File: src/rtl/fetch_ctrl.sv
// rtl/fetch_ctrl.sv - instruction fetch controller: PC, 2-entry fetch buffer, redirect handling
// Optional misaligned-redirect fault: define FETCH_MISALIGN_CHECK_EN.
module fetch_ctrl #(
  parameter logic [31:0] RESET_PC = 32'h0000_0000
) (
  input  logic        clk_i,
  input  logic        rst_ni,
  input  logic        fetch_en_i,
  output logic [31:0] imem_addr_o,
  input  logic [31:0] imem_instr_i,
  input  logic        redirect_i,
  input  logic [31:0] redirect_pc_i,
  output logic        if_valid_o,
  input  logic        if_ready_i,
  output logic [31:0] if_instr_o,
  output logic [31:0] if_pc_o,
  output logic        fetch_fault_o
);

  typedef enum logic [1:0] {IDLE, FETCH, FAULT} state_t;

  state_t      state_q, state_d;
  logic [31:0] pc_q, pc_d;
  logic [31:0] buf_pc_q    [2];
  logic [31:0] buf_instr_q [2];
  logic [1:0]  count_q;
  logic        pop, push, redirect_ok, misalign, wr_idx;

  assign if_valid_o  = (count_q != 2'd0);
  assign if_pc_o     = buf_pc_q[0];
  assign if_instr_o  = buf_instr_q[0];
  assign imem_addr_o = pc_q;
  assign pop         = if_valid_o && if_ready_i;
  assign redirect_ok = redirect_i && (state_q != FAULT);
  // Slot the new word lands in, after any same-cycle pop has shifted the buffer.
  assign wr_idx      = (count_q == 2'd2) || ((count_q == 2'd1) && !pop);

`ifdef FETCH_MISALIGN_CHECK_EN
  assign misalign      = (redirect_pc_i[1:0] != 2'b00);
  assign fetch_fault_o = (state_q == FAULT);
`else
  assign misalign      = 1'b0;
  assign fetch_fault_o = 1'b0;
`endif

  always_comb begin
    state_d = state_q;
    pc_d    = pc_q;
    push    = 1'b0;
    case (state_q)
      IDLE:    if (fetch_en_i) state_d = FETCH;
      FETCH:   if (!fetch_en_i) state_d = IDLE;
      FAULT:   state_d = FAULT;
      default: state_d = IDLE;
    endcase
    if (redirect_ok) begin
      if (misalign) state_d = FAULT;
      else          pc_d    = redirect_pc_i & 32'hFFFF_FFFC;
    end else if ((state_q == FETCH) && fetch_en_i && ((count_q != 2'd2) || pop)) begin
      push = 1'b1;
      pc_d = pc_q + 32'd4;
    end
  end

  always_ff @(posedge clk_i or negedge rst_ni) begin
    if (!rst_ni) begin
      state_q <= IDLE;
      pc_q    <= RESET_PC;
    end else begin
      state_q <= state_d;
      pc_q    <= pc_d;
    end
  end

  always_ff @(posedge clk_i or negedge rst_ni) begin
    if (!rst_ni) begin
      count_q <= 2'd0;
      for (int i = 0; i < 2; i++) begin
        buf_pc_q[i]    <= 32'd0;
        buf_instr_q[i] <= 32'd0;
      end
    end else if (redirect_ok) begin
      count_q <= 2'd0;
    end else begin
      if (pop) begin
        buf_pc_q[0]    <= buf_pc_q[1];
        buf_instr_q[0] <= buf_instr_q[1];
      end
      if (push) begin
        buf_pc_q[wr_idx]    <= pc_q;
        buf_instr_q[wr_idx] <= imem_instr_i;
      end
      count_q <= count_q + {1'b0, push} - {1'b0, pop};
    end
  end

endmodule

File: config.mk
export PLATFORM = sky130hd
export DESIGN_NAME = fetch_ctrl
export DESIGN_NICKNAME = d
export VERILOG_FILES = /design/src/rtl/fetch_ctrl.sv
export SDC_FILE = /design/constraint.sdc
export NUM_CORES = 1
export LEC_CHECK = 0
export ABC_AREA = 1
export BUFFER_PORTS_ARGS = -buffer_cell sky130_fd_sc_hd__buf_2
export CORE_MARGIN = 2
export CORE_UTILIZATION = 30
export CTS_CLUSTER_SIZE = 25
export DETAILED_ROUTE_END_ITERATION = 16
export GPL_ROUTABILITY_DRIVEN = 0
export MAX_ROUTING_LAYER = met4
export REMOVE_ABC_BUFFERS = 1
export SYNTH_ARGS = -nofsm -noshare
export SYNTH_HDL_FRONTEND = slang
export SYNTH_SLANG_ARGS = --single-unit
File: constraint.sdc
create_clock -name clk_i -period 4.4 [get_ports clk_i]
set_input_delay 0.44 -clock clk_i [delete_from_list [all_inputs] [get_ports clk_i]]
set_output_delay 0.44 -clock clk_i [all_outputs]
set_load 0.02 [all_outputs]
==> results of run 1 <==
worst reg2reg max path, cell delays in order, from the launching register on:
cell and delay, ns:
dfrtp_1 0.39, nand2_1 0.13, nand2_4 0.10, inv_2 0.46, nor2_2 0.10, inv_2 0.55
nand2_2 0.62, nor2_1 0.27, nor2_1 0.07
cell families (layout without fill, tap and decap cells):
| kind of cell | count (synthesis) | after routing | share of synthesized area [%] |
|---|---|---|---|
| and+or+nand+nor | 579 | 579 | 28.3 |
| AOI/OAI and AO/OA | 136 | 136 | 8.48 |
| xor gates and xnor gates | 17 | 17 | 1.79 |
| buffers and inverters | 202 | 288 | 12.8 |
| adders and majority gates | 3 | 3 | 0.451 |
| DFF | 160 | 160 | 48.1 |
| other | 1 | 4 | 0.0451 |
area by class of cell:
class                   instances  area (µm²)
clock buffers                  17         425
flip-flops and latches        160        4000
repair buffers                173         915
clock inverters                15         150
fillers                      2881       17600
inverters                      83         312
diodes                          1        2.50
well taps                     372         465
multi-input cells             738        3260
per-stage QoR:
| stage | util [%] | worst slack [ns] |
|---|---|---|
| 5_1_grt | 35.2 | 1.21 |
| 4_1_cts | 35.2 | 1.45 |
| 2_1_floorplan | - | 1.23 |
| 3_5_place_dp | 33.1 | 1.46 |
| 6_report | 35.2 | 1.60 |
| 3_3_place_gp | 33.1 | 1.51 |
registers in the layout (all words and copies together), names as in the netlist:
register,flops
imem_addr_o,30
buf_instr_q,32
state_q,2
buf_pc_q,30
if_instr_o,32
count_q,2
if_pc_o,32
where the power goes:
part,switching (µW),internal [µW]
Clock,686,796
Combinational,1300,685
Sequential,360,2070
Total,2350,3550
Yosys cell counts:
cell type	n	area share, %
nand3_1	76	4.6
nand2_1	280	13
xor2_1	15	1.6
nor2_8	1	0.24
o21bai_1	4	0.36
buf_1	2	0.090
nor3_1	30	1.8
o21ai_1	59	3.5
nand4_1	1	0.075
buf_2	24	1.4
inv_1	79	3.6
ha_1	3	0.45
buf_4	70	6.3
buf_6	2	0.27
o21ai_0	63	3.8
o211ai_1	4	0.36
conb_1	1	0.045
nand3_4	1	0.21
clkbuf_1	21	0.95
a21oi_1	4	0.24
nor2_1	185	8.3
xnor2_1	2	0.21
nand2_2	2	0.15
o221ai_1	1	0.11
nor2_2	1	0.075
and2_1	1	0.075
inv_2	4	0.18
dfrtp_1	160	48
a31oi_1	1	0.075
nand2_4	1	0.14
layer usage:
layer	GRT usage, %	vias up
met3	3.24	22
met2	26.4	185
met1	22.5	3286
met5	-	-
li1	-	3551
met4	4.50	0
worst paths after layout:
path	from	depth (start not counted)	endpoint	slack [ns]
setup / recovery	state_q[1]	8	if_instr_o[8]	1.60
hold / removal	rst_ni	1	if_instr_o[22]	0.04
setup reg to reg	state_q[1]	8	if_instr_o[8]	1.60
hold reg to reg	buf_instr_q[12]	2	buf_instr_q[12]	0.47
max in group asynchronous	rst_ni	2	buf_instr_q[13]	3.28
min in group clk_i	redirect_pc_i[23]	3	imem_addr_o[23]	0.22
==> out/metrics.cfg, run 1 <==
[critical_path]
crit_family = simple AND/OR/NAND/NOR gates
criticalPathCategory = reg -> reg
worstPathArrival_ns = 3.12
worst_setup_path_start_kind = flip-flop
endpoint_kind = flip-flop
path_buf_inv = 2
path_cells = nand2_1, nand2_4, inv_2, nor2_2, inv_2, nand2_2, nor2_1, nor2_1
critPathMaxFanout = 35
required_ns = 4.72
cp_slowest_stage_delay_ns = 0.60
cp_slowest_cell = nand2_2

[power]
ir_worst_vdd_uv = 297
leakagePower_uw = 0.00468
p_per_area_nw_per_um2 = 618
p_total_uw = 5900

[global_routing]
overflow = 0
grt.total_usage_pct = 16.9
grt_max_degree = 84
antenna_found_initial = 1
grt_pass1_wl_um = 37100
first_global_vias = 6760

[clocking]
ctsHoldBuffers = 0
clock-sinks = 160
cts_max_level = 4
tritoncts = built
clk_pin_slew_ns = 0.07
clock_tree.root_cell = clkbuf_16
cts_inserted_buffers = 17
cts_buffer_depth = 2
clock_latency_ns = 0.43
cts_setup_buffers = 0
ctsResizeCount = 0

[synth]
syn_area_um2 = 8320
yosys_warnings = 0
seq_area_frac_synth_pct = 48.1
ys_types = 30
synth_cells = 1098
synth_seq_cells = 160
avgSynthCellArea_um2 = 7.58

[floorplan]
dieHeight_um = 171
fp.dieArea_um2 = 29100
rows = 60
die_w_um = 171
core-area_um2 = 27100
boundaryPins = 167
start_util_pct = 30.7

[timing]
clock_skew_ns = 0.00865
finalCritPeriodShare_pct = 63.7
rsz0062_at_grt = no
setup_tns_ns = 0
max_freq_ghz = 0.357
hold_viol = 0
max_slew_margin_pct = 46.1
tightest_slew_ns = 0.808
min_period_ns = 2.80
setup_viol_count_final = 0
drv_slew = 0
whs_ns = 0.0396

[place]
io_buffers = 161
dp_hpwl_um = 15500
placed_area_um2 = 8960
place_inst = 1526

[route]
m1WireLength_um = 11000
ant_nets = 0
wl_met2_um = 10500
drtPass1Iterations = 5
wl_met3_um = 1070
remaining_drc_errors = 0
wl_um = 22900
wl_per_cell_um = 14.7
viasPerCell = 4.52
dr.first_iter.drc_count = 533
dr_total_vias = 7044
top_layer = met4

[cells_and_area]
nets = 1245
drive_gt1_share_pct = 18.3
area_growth_pct = 14.6
instances_no_fill = 1559
most-common-layout-cells = nand2_1 (278), nor2_1 (185), dfrtp_1 (160), buf_2 (160), inv_1 (79)
final_common_cell = nand2_1
design_area_um2 = 9540

[hold_path]
worstHoldPathType = in -> async

[job]
maxCapViolCount = 0

[outcome]
status = complete, no violations

(Power assumes the default switching activity.)
==> inputs of run 2 (changes only) <==
==> constraint.sdc (replaced) <==
create_clock -name clk_i -period 2.4 [get_ports clk_i]
set_input_delay 0.24 -clock clk_i [delete_from_list [all_inputs] [get_ports clk_i]]
set_output_delay 0.24 -clock clk_i [all_outputs]
set_load 0.02 [all_outputs]
==> run 2 against run 1 <==
  * Count of clock-buffer cells in the layout increased by 1
  * Non-clock buffer count rose by 11
  * Sequential power up 83%
  * Setup slack worse by 1.2 ns
  * Power rose by 84%
  * Routed wire length increased by 0.22%
  * Critical path depth increased by 2
  * Final area rose by 1.3%
  * Die area is the same
  * Final cell count grew 0.71%
  * Via count is 0.74% higher
  * Critical path type unchanged
==> out/metrics.cfg, run 2 (synthesis gave the netlist of run 1 again) <==
[floorplan]
start_util_pct = 30.7
rows = 60
boundaryPins = 167
core-area_um2 = 27100
fp.dieArea_um2 = 29100
dieHeight_um = 171
die_w_um = 171

[timing]
hold_viol = 0
setup_viol_count_final = 0
max_slew_margin_pct = 58.5
setup_slack_ns = 0.364
finalCritPeriodShare_pct = 84.8
tightest_slew_ns = 0.622
rsz0062_at_grt = no
max_freq_ghz = 0.491
min_period_ns = 2.04
drv_slew = 0
clock_skew_ns = 0.00807

[cells_and_area]
design_area_um2 = 9660
area_growth_pct = 16.1
post-route-util_pct = 35.6
nets = 1256
most-common-layout-cells = nand2_1 (278), nor2_1 (185), dfrtp_1 (160), buf_2 (160), inv_1 (79)
drive_gt1_share_pct = 19.0
final_common_cell = nand2_1

[clocking]
cts_max_level = 4
ctsResizeCount = 0
clock_latency_ns = 0.44
clk_pin_slew_ns = 0.07
cts_buffer_depth = 2
tritoncts = built
clock-sinks = 160
cts_setup_buffers = 0
cts_inserted_buffers = 17
clock_tree.root_cell = clkbuf_16
ctsHoldBuffers = 1

[global_routing]
grt.total_usage_pct = 16.7
first_global_vias = 6709
antenna_found_initial = 1
overflow = 0
grt_max_degree = 66
grt_pass1_wl_um = 36700

[place]
dp_hpwl_um = 16100
io_buffers = 161
placed_area_um2 = 9060
dp_slack_ns = 0.328

[route]
ant_nets = 0
viasPerCell = 4.52
dr.first_iter.drc_count = 461
wl_per_cell_um = 14.6
dr_total_vias = 7096
drtPass1Iterations = 5
wl_um = 22900
remaining_drc_errors = 0

[critical_path]
path_cells = inv_1, nand2_1, nand2_4, inv_2, nor2_8, nand3_4, nand2_2, buf_4, nor2_1, nor2_1
critPathMaxFanout = 35
cpMostUsedCell = nor2_1
worst_setup_path_start_kind = flip-flop
required_ns = 2.76
cp_slowest_cell = buf_4
endpoint_kind = flip-flop
worstPathArrival_ns = 2.40
path_buf_inv = 3
crit_family = simple AND/OR/NAND/NOR gates
cp_slowest_stage_delay_ns = 0.38
criticalPathCategory = reg -> reg

[outcome]
status = complete, no violations

[power]
p_per_area_nw_per_um2 = 1130
ir_worst_vdd_uv = 498
leakagePower_uw = 0.00475

[job]
maxCapViolCount = 0

[hold_path]
worstHoldPathType = in -> reg

run 2: cell count changes in the layout (fill, tap and decap cells not counted), sizes merged:
cell,delta
clkinvlp,-3
clkbuf,+1
buf,+10
inv,-1
clkinv,+3
dlygate4sd3,+1
run 2: final timing paths:
| path | start | end | slack, ns | cells past startpoint |
|---|---|---|---|---|
| worst max-delay path | state_q[0] | if_instr_o[24] | 0.36 | 10 |
| worst min register to register | buf_instr_q[2] | buf_instr_q[2] | 0.47 | 2 |
| worst max register to register | state_q[0] | if_instr_o[24] | 0.36 | 10 |
| max in group asynchronous | rst_ni | buf_pc_q[21] | 1.36 | 3 |
| min in group asynchronous | rst_ni | if_instr_o[30] | 0.30 | 2 |
| worst min-delay path | redirect_pc_i[21] | imem_addr_o[21] | 0.02 | 3 |
run 2: metal layers:
metal  vias to the layer above  share of wire (%)  routed length, µm  global-route usage (%)
met2                       194                 46              10600                    25.7
met4                         0                1.5                337                    5.31
met3                        23                5.3               1210                    3.38
met5                         -                  0                  0                       -
met1                      3300                 47              10800                    22.2
li1                       3579                  -                  -                       -
run 2: metrics by stage:
| step | cells | power (µW) | TNS [ns] | hold WS [ns] |
|---|---|---|---|---|
| after floorplan | 981 | 6790 | -77.19 | -0.0556 |
| after global placement | 1536 | 8140 | 0 | 0.201 |
| after detailed placement | 1536 | 8240 | 0 | 0.202 |
| after CTS | 1569 | 11000 | 0 | 0.00609 |
| after global routing | 1570 | 11700 | 0 | 0.0192 |
| final | 1570 | 10900 | 0 | 0.0222 |
run 2: power breakdown:
part	total (µW)	switching, µW	internal, µW
Combinational	3690	2390	1300
Clock	2740	1240	1490
Sequential	4450	656	3800
run 2: layout make-up:
cell class	instances	area (µm²)
antenna	1	2.50
tap	372	465
timing repair buffer	184	1020
inverter	83	312
clock buffer	18	439
multi-input combinational	738	3260
fill	2896	17400
clock inverter	14	148
sequential	160	4000
run 2: tightest hold or removal path, stage by stage:
cell	delay (ns)
buf_2	0.08
nand2_1	0.04
nand3_1	0.07
